## src/rtl/dsp_seq_pkg.sv

```systemverilog
// Shared constants and types for the DSP48A1 operand sequencer.
// Default latencies follow from the slice register configuration below.
package dsp_seq_pkg;

  localparam int unsigned SLICE_A0REG = 1;
  localparam int unsigned SLICE_A1REG = 1;
  localparam int unsigned SLICE_MREG  = 1;
  localparam int unsigned SLICE_PREG  = 1;

  // Capture edge to P-update edge, inclusive of the final P load.
  localparam int unsigned DEF_PIPE_LAT = SLICE_A0REG + SLICE_A1REG + SLICE_MREG + SLICE_PREG;
  // The OPMODE register loads on the same edge the M register captures the product.
  localparam int unsigned DEF_OPMODE_DLY = SLICE_A0REG + SLICE_A1REG;

  localparam logic [7:0] OP_FIRST = 8'h01;
  localparam logic [7:0] OP_ACC   = 8'h09;

  typedef enum logic [1:0] {ACCEPT, DRAIN, HOLD} seq_state_e;

endpackage

```

## src/rtl/flag_delay_line.sv

```systemverilog
// Parameterised-depth 1-bit shift register with asynchronous active-high reset.
module flag_delay_line #(
  parameter int unsigned DEPTH = 2
) (
  input  logic clk,
  input  logic rst,
  input  logic din,
  output logic dout
);

  logic [DEPTH-1:0] pipe_q;

  generate
    if (DEPTH == 1) begin : g_single
      always_ff @(posedge clk or posedge rst) begin
        if (rst) pipe_q <= '0;
        else     pipe_q <= din;
      end
    end else begin : g_multi
      always_ff @(posedge clk or posedge rst) begin
        if (rst) pipe_q <= '0;
        else     pipe_q <= {pipe_q[DEPTH-2:0], din};
      end
    end
  endgenerate

  assign dout = pipe_q[DEPTH-1];

endmodule

```

## src/rtl/dsp_mac_sequencer.sv

```systemverilog
// Feeds operand pairs into a fully pipelined DSP48A1 slice so P accumulates a dot
// product, then captures P and presents it on a valid/ready result port.
module dsp_mac_sequencer #(
  parameter int unsigned VEC_LEN    = 8,
  parameter int unsigned PIPE_LAT   = dsp_seq_pkg::DEF_PIPE_LAT,
  parameter int unsigned OPMODE_DLY = dsp_seq_pkg::DEF_OPMODE_DLY,
  parameter logic [7:0]  OP_FIRST   = dsp_seq_pkg::OP_FIRST,
  parameter logic [7:0]  OP_ACC     = dsp_seq_pkg::OP_ACC
) (
  input  logic        CLK,
  input  logic        RST,
  input  logic        in_valid,
  output logic        in_ready,
  input  logic [17:0] in_a,
  input  logic [17:0] in_b,
  output logic [17:0] dsp_a,
  output logic [17:0] dsp_b,
  output logic [7:0]  dsp_opmode,
  input  logic [47:0] dsp_p,
  output logic        out_valid,
  input  logic        out_ready,
  output logic [47:0] out_data
);
  import dsp_seq_pkg::*;

  localparam int unsigned ELEM_W  = (VEC_LEN > 1) ? $clog2(VEC_LEN) : 1;
  localparam int unsigned DRAIN_W = $clog2(PIPE_LAT + 1);

  localparam logic [ELEM_W-1:0]  ELEM_LAST  = ELEM_W'(VEC_LEN - 1);
  localparam logic [ELEM_W-1:0]  ELEM_ONE   = ELEM_W'(1);
  localparam logic [DRAIN_W-1:0] DRAIN_INIT = DRAIN_W'(PIPE_LAT);
  localparam logic [DRAIN_W-1:0] DRAIN_ONE  = DRAIN_W'(1);

  seq_state_e          state_q, state_d;
  logic [ELEM_W-1:0]   elem_cnt_q, elem_cnt_d;
  logic [DRAIN_W-1:0]  drain_cnt_q, drain_cnt_d;
  logic                out_valid_q, out_valid_d;
  logic [47:0]         out_data_q, out_data_d;
  logic                accept;
  logic                first_flag;
  logic                first_tail;

  assign in_ready   = (state_q == ACCEPT);
  assign accept     = in_valid && in_ready;
  assign first_flag = accept && (elem_cnt_q == '0);

  // Non-accept cycles present zero operands so the slice sees M = 0 bubbles.
  assign dsp_a      = accept ? in_a : '0;
  assign dsp_b      = accept ? in_b : '0;
  assign dsp_opmode = first_tail ? OP_FIRST : OP_ACC;
  assign out_valid  = out_valid_q;
  assign out_data   = out_data_q;

  flag_delay_line #(
    .DEPTH(OPMODE_DLY)
  ) u_first_dly (
    .clk (CLK),
    .rst (RST),
    .din (first_flag),
    .dout(first_tail)
  );

  always_comb begin
    state_d     = state_q;
    elem_cnt_d  = elem_cnt_q;
    drain_cnt_d = drain_cnt_q;
    out_valid_d = out_valid_q;
    out_data_d  = out_data_q;
    unique case (state_q)
      ACCEPT: begin
        if (accept) begin
          if (elem_cnt_q == ELEM_LAST) begin
            elem_cnt_d  = '0;
            drain_cnt_d = DRAIN_INIT;
            state_d     = DRAIN;
          end else begin
            elem_cnt_d = elem_cnt_q + ELEM_ONE;
          end
        end
      end
      DRAIN: begin
        drain_cnt_d = drain_cnt_q - DRAIN_ONE;
        if (drain_cnt_q == DRAIN_ONE) begin
          out_data_d  = dsp_p;
          out_valid_d = 1'b1;
          state_d     = HOLD;
        end
      end
      HOLD: begin
        if (out_ready) begin
          out_valid_d = 1'b0;
          state_d     = ACCEPT;
        end
      end
      default: state_d = ACCEPT;
    endcase
  end

  always_ff @(posedge CLK or posedge RST) begin
    if (RST) begin
      state_q     <= ACCEPT;
      elem_cnt_q  <= '0;
      drain_cnt_q <= '0;
      out_valid_q <= 1'b0;
      out_data_q  <= '0;
    end else begin
      state_q     <= state_d;
      elem_cnt_q  <= elem_cnt_d;
      drain_cnt_q <= drain_cnt_d;
      out_valid_q <= out_valid_d;
      out_data_q  <= out_data_d;
    end
  end

endmodule

```

## config.mk

```make
export PLATFORM = sky130hd
export DESIGN_NAME = dsp_mac_sequencer
export DESIGN_NICKNAME = d
export VERILOG_FILES = /design/src/rtl/dsp_seq_pkg.sv /design/src/rtl/flag_delay_line.sv /design/src/rtl/dsp_mac_sequencer.sv
export SDC_FILE = /design/constraint.sdc
export NUM_CORES = 1
export LEC_CHECK = 0
export ABC_CLOCK_PERIOD_IN_PS = 2000
export CORE_ASPECT_RATIO = 0.7
export CORE_MARGIN = 2
export CORE_UTILIZATION = 37
export DETAILED_ROUTE_END_ITERATION = 10
export PLACE_DENSITY = 0.8
export RECOVER_POWER = 25
export SYNTH_ARGS = -nofsm -noshare
export SYNTH_HDL_FRONTEND = slang
export SYNTH_SLANG_ARGS = --single-unit
```

## constraint.sdc

```tcl
create_clock -name CLK -period 2 [get_ports CLK]
set_input_delay 0.3 -clock CLK [delete_from_list [all_inputs] [get_ports CLK]]
set_output_delay 0.3 -clock CLK [all_outputs]
set_load 0.02 [all_outputs]
```

* Yosys cells after proc, flatten, opt, wreduce, memory -nomap -nowiden
Index checks and enable logic that the tools add are counted.
** Word-level totals
- ROM bits :: 0
- Latch bits :: 0
- Output and inout bits :: 94
- Bits in writable memories :: 0
- Flip-flop bits (word level) :: 59
- Memories :: 0
** Operators by class
- Order comparisons :: 0
- Multiply operators :: 0
- Eq/ne operators :: 8
- Divide/modulo/power cells :: 0
- Reductions and logical operators :: 11
- $add $sub $neg :: 2
- Bitwise gates (word level) :: 0
- Shift-type cells :: 0
- Multiplexer cells :: 15
** Operators by type and width (number)
- two-way mux 18 bit :: 2
- two-way mux 3 bit :: 3
- two-way mux 2 bit :: 4
- one-hot mux 2 bit (3 select lines) :: 1
- one-hot mux 3 bit (2 select lines) :: 1
- AND reduction 3 bit :: 2
- two-way mux 4 bit :: 1
- != test 2 x 1 -> 1 bit, second input constant :: 2
- != test 2 bit, second input constant :: 2
- AND reduction 2 bit :: 2
- AND reduction 4 bit :: 1
- nonzero test 2 bit :: 2
- adder 3 x 1 -> 3 bit, second input constant :: 1
- equality test 3 x 1 -> 1 bit, second input constant :: 1
- equality test 3 bit, second input constant :: 1
- zero test 3 bit :: 1
- subtractor 3 x 1 -> 3 bit, second input constant :: 1
- equality test 2 x 1 -> 1 bit, second input constant :: 1
- equality test 2 bit, second input constant :: 1
- logical AND 1 bit :: 2
- zero test 2 bit :: 1
- two-way mux 1 bit :: 2
- one-hot mux 1 bit (2 select lines) :: 1

* Depth between registers and ports, before layout
Gate-level depths: netlist (run 1).
- Depth in word-level cells :: 4
- Mapped depth :: 7

* Modules after synthesis
From an unflattened synthesis (run 1), not the netlist that was laid out.
** Second synthesis, totals
- Cell total of the unflattened synthesis :: 210
- Area total of the unflattened synthesis :: 2879.0 um^2
** Modules (own cells, without submodules)
- dsp_mac_sequencer :: times used 1, cells each 207, area each 2825.2 um^2
- flag_delay_line :: times used 1, cells each 3, area each 53.8 um^2

* Worst setup path before layout (run 1)
No wires, ideal clock.
- Kind :: register to output
- Start :: register state_q[1]
- End :: output dsp_b[11]
- Required time :: 1.700 ns
- Arrival :: 1.390 ns
- Path slack :: 0.310 ns
- Path buffers :: 2
- Stages on the path, launching flop included :: 5
- Cell sequence :: dfrtp_1 > buf_4 > nor2_1 > clkbuf_1 > and3_1
** Between the ends
- Word-level cells in the longest chain between the ends :: 3
** RTL lines
- from (decl) :: RTL line dsp_mac_sequencer.sv:34 : seq_state_e state_q, state_d;
- from (signal assigned) :: RTL line dsp_mac_sequencer.sv:107 : state_q <= state_d;
- zero test 2 bit :: RTL line dsp_mac_sequencer.sv:43 : assign in_ready = (state_q == ACCEPT);
- net in_ready :: RTL line dsp_mac_sequencer.sv:13 : output logic in_ready,
- logical AND 1 bit :: RTL line dsp_mac_sequencer.sv:44 : assign accept = in_valid && in_ready;
- two-way mux 18 bit :: RTL line dsp_mac_sequencer.sv:49 : assign dsp_b = accept ? in_b : '0;
- to (decl) :: RTL line dsp_mac_sequencer.sv:17 : output logic [17:0] dsp_b,
The timed path passes the listed nets, and every way through them passes these cells.

* Worst setup path after layout (run 1)
- Start :: register state_q[1]
- End :: output dsp_a[5]
** Between the ends
- Word-level cells in the longest chain between the ends :: 3
** RTL lines
- zero test 2 bit :: RTL line dsp_mac_sequencer.sv:43
- logical AND 1 bit :: RTL line dsp_mac_sequencer.sv:44
- two-way mux 18 bit :: RTL line dsp_mac_sequencer.sv:48 : assign dsp_a = accept ? in_a : '0;
- to (decl) :: RTL line dsp_mac_sequencer.sv:16 : output logic [17:0] dsp_a,
No other way between the ends.

==> metrics.md, run 1 <==
| Metric | Value |
|---|---|
| RSZ-0062 raised after global routing | no |
| Crit path kind | reg -> out |
| Met2 GRT Util | 30.1% |
| Max incr delay on CP | 0.38 ns |
| Required time worst endpoint | 1.70 ns |
| Final min period | 1.90 ns |
| Cell Pwr Density | 1430 nW/um^2 |
| Family with the most delay on the worst path | buffers and inverters |
| Fillers | 618 |
| Largest net degree at the start of global routing | 36 |
| Crit path capture type | output port |
| Part of the cycle the worst path needs | 95.2% |
| Die height | 77.8 microns |
| Die area | 8500 sq um |
| DRC violations left | 0 |
| GR Layer Usage met3 | 7.06% |
| Post-synth top area share | 51.3% |
| Met1 usage | 23.0% |
| Worst hold slack | 0.351 ns |
| DP Wirelength | 5.82 mm |
| Critical Path Fanout Max | 35 |
| Largest area contributor in the netlist | dfrtp_1 |
| Clock tree sinks | 59 |
| Min-Delay Startpoint | u_first_dly.pipe_q[0] |
| All-layer global routing usage | 18.5% |
| Pre-CTS setup slack | -0.0580 ns |
| Worst-skew pair later-pin latency | 0.33 ns |
| Routed wire length | 7.68 mm |
| Gr ovfl total | 0 |
| CP cell instances | nor2_2 -> buf_12 -> and3_1 -> dlygate4sd2_1 |
| Worst hold path endpoint | u_first_dly.pipe_q[1] |
| CP bufs+invs | 2 |
| Ports | 182 |
| Post-synth cell types | 24 |
| H-tree depth | 3 |
| Flop-to-flop setup slack | 0.35 ns |
| # port buffers | 174 |
| Post-route ant nets | 0 |
| Layer with the highest usage | met2 |
| Synth Register Bits | 59 |
| Synth top cells by count | dfrtp_1 (59), mux2_4 (48), and3_1 (36) |
| Iteration-0 DRC Markers | 74 |
| Min-delay worst type | reg -> reg |
| Synth Warn # | 0 |
| Cell count after placement | 475 |
| Layout area overhead | 68.4% |
| Async set-or-reset flop fraction in the synthesized netlist | 100% |
| Post-route cell area | 4840 sq um |
| Length in cells of the worst reg-to-reg path | 5 |
| # diodes | 0 |
| Number of placement rows | 26 |
| Final TNS setup | 0 ns |
| Routability Congestion | 0.770 |
| Leak Pwr | 2.34 nW |
| Final Hold Fails | 0 |
| Vias | 2233 |
| R2r endpoint | out_data[16] |
| Fin Clk Skew | 0.00890 ns |
| Cell area after placement | 4710 sq um |
| Post-Syn Area | 2880 sq um |
| TritonCTS clock tree | done |
| Sequential element share of the synthesized area | 51.3% |
| Post-route setup slack | 0.0956 ns |
| Hold-fix buffers, CTS | 0 |
| Slew at the pin with the worst max-slew slack | 0.742 ns |
| Setup violators final | 0 |
| Clock root cell | clkbuf_8 |
| Cells after Synth | 209 |
| R2R Path Start | drain_cnt_q[1] |
| Avg Inst Size Synth | 13.8 sq um |
| CP max-delay cell | dfrtp_1 |
| Predominant post-synthesis flop cell | dfrtp_1 |
| Vias in the first global route | 2256 |
| First-pass GRT wire length | 11.9 mm |
| Core Region | 7420 sq um |
| Slew Viols, Final | 0 |
| Starting density of the core | 38.8% |
| Vias per cell | 4.57 |
| Most common cell in the synthesized netlist | dfrtp_1 |
| Max clock buf depth | 2 |
| Max Freq | 525 MHz |
| CTS buffer count | 9 |
| Die X-Extent | 109 microns |
| Share of cells above drive strength 1 | 19.2% |
| Maxcap violations | 0 |
| Routed WL per cell | 15.7 microns |
| Non-filler cells, final | 489 |
| Peak VDD IR | 0.000644 V |
| Critical path launch point type | flop |
| Post-synth EDFFs | 0 |
| Final Net Count | 482 |
| Top post-synthesis cells by area | dfrtp_1 (51%), mux2_4 (25%), and3_1 (7.8%) |
| Initial antenna violation count | 0 |
| Relative slew slack | 50.5% |
| Run status | finished clean |
| Worst path arrival time | 1.60 ns |
| Router iterations before antenna repair | 4 |
| Worst hold path depth | 0 |
| Reg clk slew, reported paths | 0.06 ns |
layout make-up:
cell class	count	area, sq um	share of cell area [%]
flip-flops and latches	59	1480	30.5
clock buffers	11	141	2.92
repair buffers	185	1810	37.4
well taps	98	123	2.53
inverters	8	30.0	0.620
multi-input cells	125	1220	25.2
clock inverters	3	40.0	0.827
state kept, by name, summed over array words and instances, names as in the netlist:
signal and flops:
state_q 2, out_data 48, drain_cnt_q 3, u_first_dly.pipe_q 2
out_valid 1, elem_cnt_q 3
worst reg2reg max path: stages (launching register included):
cell      delay, ns
dfrtp_1        0.36
inv_1          0.09
ha_1           0.18
and4bb_4       0.29
buf_12         0.26
mux2_4         0.35
metal layers:
metal	part of all wire [%]	vias to the layer above	wire length, microns
met5	0	-	0
met2	48	80	3690
li1	-	1064	-
met4	0.79	0	61
met3	6.8	9	522
met1	44	1080	3410
cells in the final DEF, fill, tap and decap left out, types with 2 or more instances in the layout:
cell / instances
clkdlybuf4s50_1: 136
dfrtp_1: 59
mux2_4: 48
dlygate4sd2_1: 37
and3_1: 36
clkbuf_8: 10
inv_1: 8
conb_1: 7
ha_1: 6
buf_4: 6
o21ai_0: 5
nor2_1: 4
a21oi_1: 3
buf_12: 3
nand3b_1: 2
nand2b_1: 2
nand3_1: 2
o21ai_1: 2
clkinv_2: 2
clkbuf_2: 2
worst max-delay path by stage:
stage          startpoint              to  slack [ns]  cells after the start
2_1_floorplan         RST  drain_cnt_q[0]        0.24                      1
3_3_place_gp     in_valid        dsp_a[4]       -0.07                      4
3_5_place_dp     in_valid       dsp_a[14]       -0.06                      4
4_1_cts        state_q[1]       dsp_a[14]        0.07                      4
5_1_grt        state_q[1]       dsp_a[14]       0.007                      4
6_report       state_q[1]        dsp_a[5]         0.1                      4
cell families (layout without fill, tap and decap cells):
kind of cell / after synthesis / count (layout) / share of synthesized area (%)
fa+ha+maj: 6 / 6 / 2.61
compound gates: 13 / 13 / 2.52
mux: 49 / 49 / 25.5
buf+inv: 30 / 207 / 7.05
other cells: 2 / 7 / 0.261
simple gates: 50 / 50 / 10.7
flops: 59 / 59 / 51.3
metrics by stage:
stage / power [W] / utilization [%]
floorplan: 0.00424 / -
global placement: 0.00595 / 63.5
detailed placement: 0.00604 / 63.5
CTS: 0.00702 / 65.4
global route: 0.00733 / 65.3
finish: 0.00693 / 65.3
report_power, final:
group	internal, W	leakage [nW]	switching [W]
registers	0.00178	0.694	0.000339
logic	0.00210	1.55	0.00169
clock network	0.000591	0.0950	0.000428
what timing repair did:
action / CTS / global route
resized for setup: 38 / 0
setup endpoints to repair: 37 / 0
setup buffers: 0 / 0
Power figures use the tool's default switching activity.
==> inputs of run 2 (changes only) <==
--- a/config.mk
+++ b/config.mk
@@ -6,10 +6,11 @@
 export NUM_CORES = 1
 export LEC_CHECK = 0
 export ABC_CLOCK_PERIOD_IN_PS = 2000
-export CORE_ASPECT_RATIO = 0.7
+export CORE_ASPECT_RATIO = 0.5
 export CORE_MARGIN = 2
 export CORE_UTILIZATION = 37
 export DETAILED_ROUTE_END_ITERATION = 10
+export HOLD_SLACK_MARGIN = 0.12
 export PLACE_DENSITY = 0.8
 export RECOVER_POWER = 25
 export SYNTH_ARGS = -nofsm -noshare
==> run 2 against run 1 <==
Against the previous run: setup slack about the same; final cell count is 0.82% lower; worst hold slack improved by 0.0020 ns; register-to-register slack worse by 0.12 ns; total power rose by 6.7%; global-route usage is 1.1 points higher; clock skew down 0.0038 ns; sequential power rose by 2%; routed wire length rose by 5.1%; largest cell class unchanged; highest routed layer unchanged.
==> metrics.md, run 2 (synthesized netlist as in run 1, its figures left out) <==
| Metric | Value |
|---|---|
| Final Hold Fails | 0 (unchanged) |
| DRC violations left | 0 (unchanged) |
| All-layer global routing usage | 19.6% (was 18.5%) |
| # diodes | 0 (unchanged) |
| Max incr delay on CP | 0.38 ns (about the same) |
| Starting density of the core | 38.7% (was 38.8%) |
| Part of the cycle the worst path needs | 95.2% (about the same) |
| Share of cells above drive strength 1 | 19.0% (was 19.2%) |
| Fin Clk Skew | 0.00510 ns (was 0.00890 ns) |
| Routed WL per cell | 16.6 microns (was 15.7 microns) |
| Peak VDD IR | 0.000559 V (was 0.000644 V) |
| Post-route ant nets | 0 (unchanged) |
| Run status | finished clean (unchanged) |
| Number of setup buffers added after CTS | 0 (unchanged) |
| Fillers | 529 (was 618) |
| Cell area after placement | 4710 sq um (about the same) |
| Die area | 8530 sq um (was 8500 sq um) |
| Die X-Extent | 129 microns (was 109 microns) |
| H-tree depth | 3 (unchanged) |
| RSZ-0062 raised after global routing | no (unchanged) |
| Max reg flops | 48 (unchanged) |
| Number of placement rows | 22 (was 26) |
| Total internal power | 0.00483 W (was 0.00448 W) |
| Slew Viols, Final | 0 (unchanged) |
| Largest net degree at the start of global routing | 46 (was 36) |
| CP max-delay cell | dfrtp_1 (unchanged) |
| Commonest non-fill, non-tap cell in the layout | clkdlybuf4s50_1 (unchanged) |
| Reg clk slew, reported paths | 0.05 ns (was 0.06 ns) |
| Relative slew slack | 59.7% (was 50.5%) |
| Worst path arrival time | 1.60 ns (about the same) |
| Sequential share of power | 29.2% (was 30.6%) |
| Vias in the first global route | 2505 (was 2256) |
| First-pass GRT wire length | 12.8 mm (was 11.9 mm) |
| Final min period | 1.90 ns (about the same) |
| Net Sw Frac | 34.7% (was 35.4%) |
| Leak Pwr | 2.38 nW (was 2.34 nW) |
| DP Wirelength | 5.95 mm (was 5.82 mm) |
| Min-delay worst type | reg -> reg (unchanged) |
| Core Region | 7430 sq um (was 7420 sq um) |
| Post-route cell area | 4940 sq um (was 4840 sq um) |
| Crit path kind | reg -> out (unchanged) |
| Critical Path Fanout Max | 41 (was 35) |
| Vias | 2274 (was 2233) |
| Min-Delay Startpoint | u_first_dly.pipe_q[0] (unchanged) |
| Family with the most delay on the worst path | buffers and inverters (unchanged) |
| Die height | 66.3 microns (was 77.8 microns) |
| Net switching power | 0.00257 W (was 0.00245 W) |
| Iteration-0 DRC Markers | 100 (was 74) |
| Combinational fraction of design power | 51.2% (was 54.7%) |
| Maxcap violations | 0 (unchanged) |
| Final TNS setup | 0 ns (unchanged) |
| Clock power share | 19.6% (was 14.7%) |
| CP bufs+invs | 2 (unchanged) |
| Clock root cell | clkbuf_16 (was clkbuf_8) |
| Routed wire length | 8.07 mm (was 7.68 mm) |
| Cell count after placement | 470 (was 475) |
| Initial antenna violation count | 0 (unchanged) |
| # port buffers | 174 (unchanged) |
| Layout Utilization | 66.4% (was 65.3%) |
| Crit path capture type | output port (unchanged) |
| Max Freq | 525 MHz (about the same) |
| Setup violators final | 0 (unchanged) |
| Final Net Count | 479 (was 482) |
| Required time worst endpoint | 1.70 ns (about the same) |
| Commonest non-fill, non-tap cells in the layout | clkdlybuf4s50_1 (136), dfrtp_1 (59), mux2_4 (48) (unchanged) |
| Gr ovfl total | 0 (unchanged) |
| Routability Congestion | 0.800 (was 0.770) |
| Ports | 182 (unchanged) |
| Router iterations before antenna repair | 4 (unchanged) |
| Slew at the pin with the worst max-slew slack | 0.604 ns (was 0.742 ns) |
| Clock tree sinks | 59 (unchanged) |
| R2R Path Start | drain_cnt_q[1] (unchanged) |
| CP startpoint | state_q[1] (unchanged) |
| Critical path launch point type | flop (unchanged) |
| Worst-skew pair later-pin latency | 0.32 ns (was 0.33 ns) |
| Layout area overhead | 71.7% (was 68.4%) |
| CTS buffer count | 9 (unchanged) |
| TritonCTS clock tree | done (unchanged) |
| Non-filler cells, final | 485 (was 489) |
| Cell Pwr Density | 1500 nW/um^2 (was 1430 nW/um^2) |
| Max clock buf depth | 2 (unchanged) |
| Vias per cell | 4.69 (was 4.57) |
| CP cell instances | nor2_2 -> buf_12 -> and3_1 -> dlygate4sd2_1 (unchanged) |
run 2: cell types whose count changed in the layout (fill, tap and decap cells not counted):
cell	before	now
clkbuf_1	1	0
clkbuf_16	0	9
clkbuf_4	0	1
clkbuf_2	2	0
buf_4	6	3
clkbuf_8	10	0
clkinv_2	2	4
buf_12	3	4
clkinvlp_4	0	1
run 2: routing by layer:
| metal | track usage (%) | vias to the layer above | wire length (microns) |
|---|---|---|---|
| li1 | - | 1064 | - |
| met1 | 23.0 | 1115 | 3330 |
| met2 | 35.4 | 88 | 4170 |
| met3 | 5.91 | 7 | 499 |
| met4 | 5.03 | 0 | 76 |
| met5 | 0 | - | 0 |
run 2: area by class of cell:
cell class	instances	area [sq um]	share of cell area (%)
Sequential cell	59	1480	29.9
Clock buffer	9	225	4.56
Inverter	8	30.0	0.608
Clock inverter	6	57.6	1.17
Timing Repair Buffer	182	1810	36.6
Multi-Input combinational cell	125	1220	24.7
Tap cell	96	120	2.43
run 2: power groups by stage:
stage	clock, W	combinational [W]	sequential, W
global route	0.00155	0.00403	0.00223
detailed placement	0	0.00390	0.00216
global placement	0	0.00383	0.00212
CTS	0.00149	0.00383	0.00217
finish	0.00145	0.00378	0.00216
floorplan	0	0.00151	0.00273
run 2: timing repair:
action	CTS	global route
endpoints found under the setup margin	37	0
resized for setup	37	0
hold buffers	0	0
run 2: per-stage QoR:
| step | hold WS [ns] | power [W] | setup WS, ns |
|---|---|---|---|
| 2_1_floorplan | 0.331 | 0.00424 | 0.244 |
| 3_3_place_gp | 0.333 | 0.00595 | -0.0859 |
| 3_5_place_dp | 0.340 | 0.00606 | -0.0902 |
| 4_1_cts | 0.263 | 0.00748 | 0.0688 |
| 5_1_grt | 0.367 | 0.00781 | 0.00598 |
| 6_report | 0.353 | 0.00740 | 0.0956 |
run 2: final timing paths:
path,end,slack [ns],cells after the start
max,dsp_b[11],0.1,4
min,u_first_dly.pipe_q[1],0.35,0
max reg2reg,out_data[47],0.23,5
min reg2reg,u_first_dly.pipe_q[1],0.35,0
max in group asynchronous,state_q[1],0.47,3
min in group asynchronous,out_data[9],0.47,2
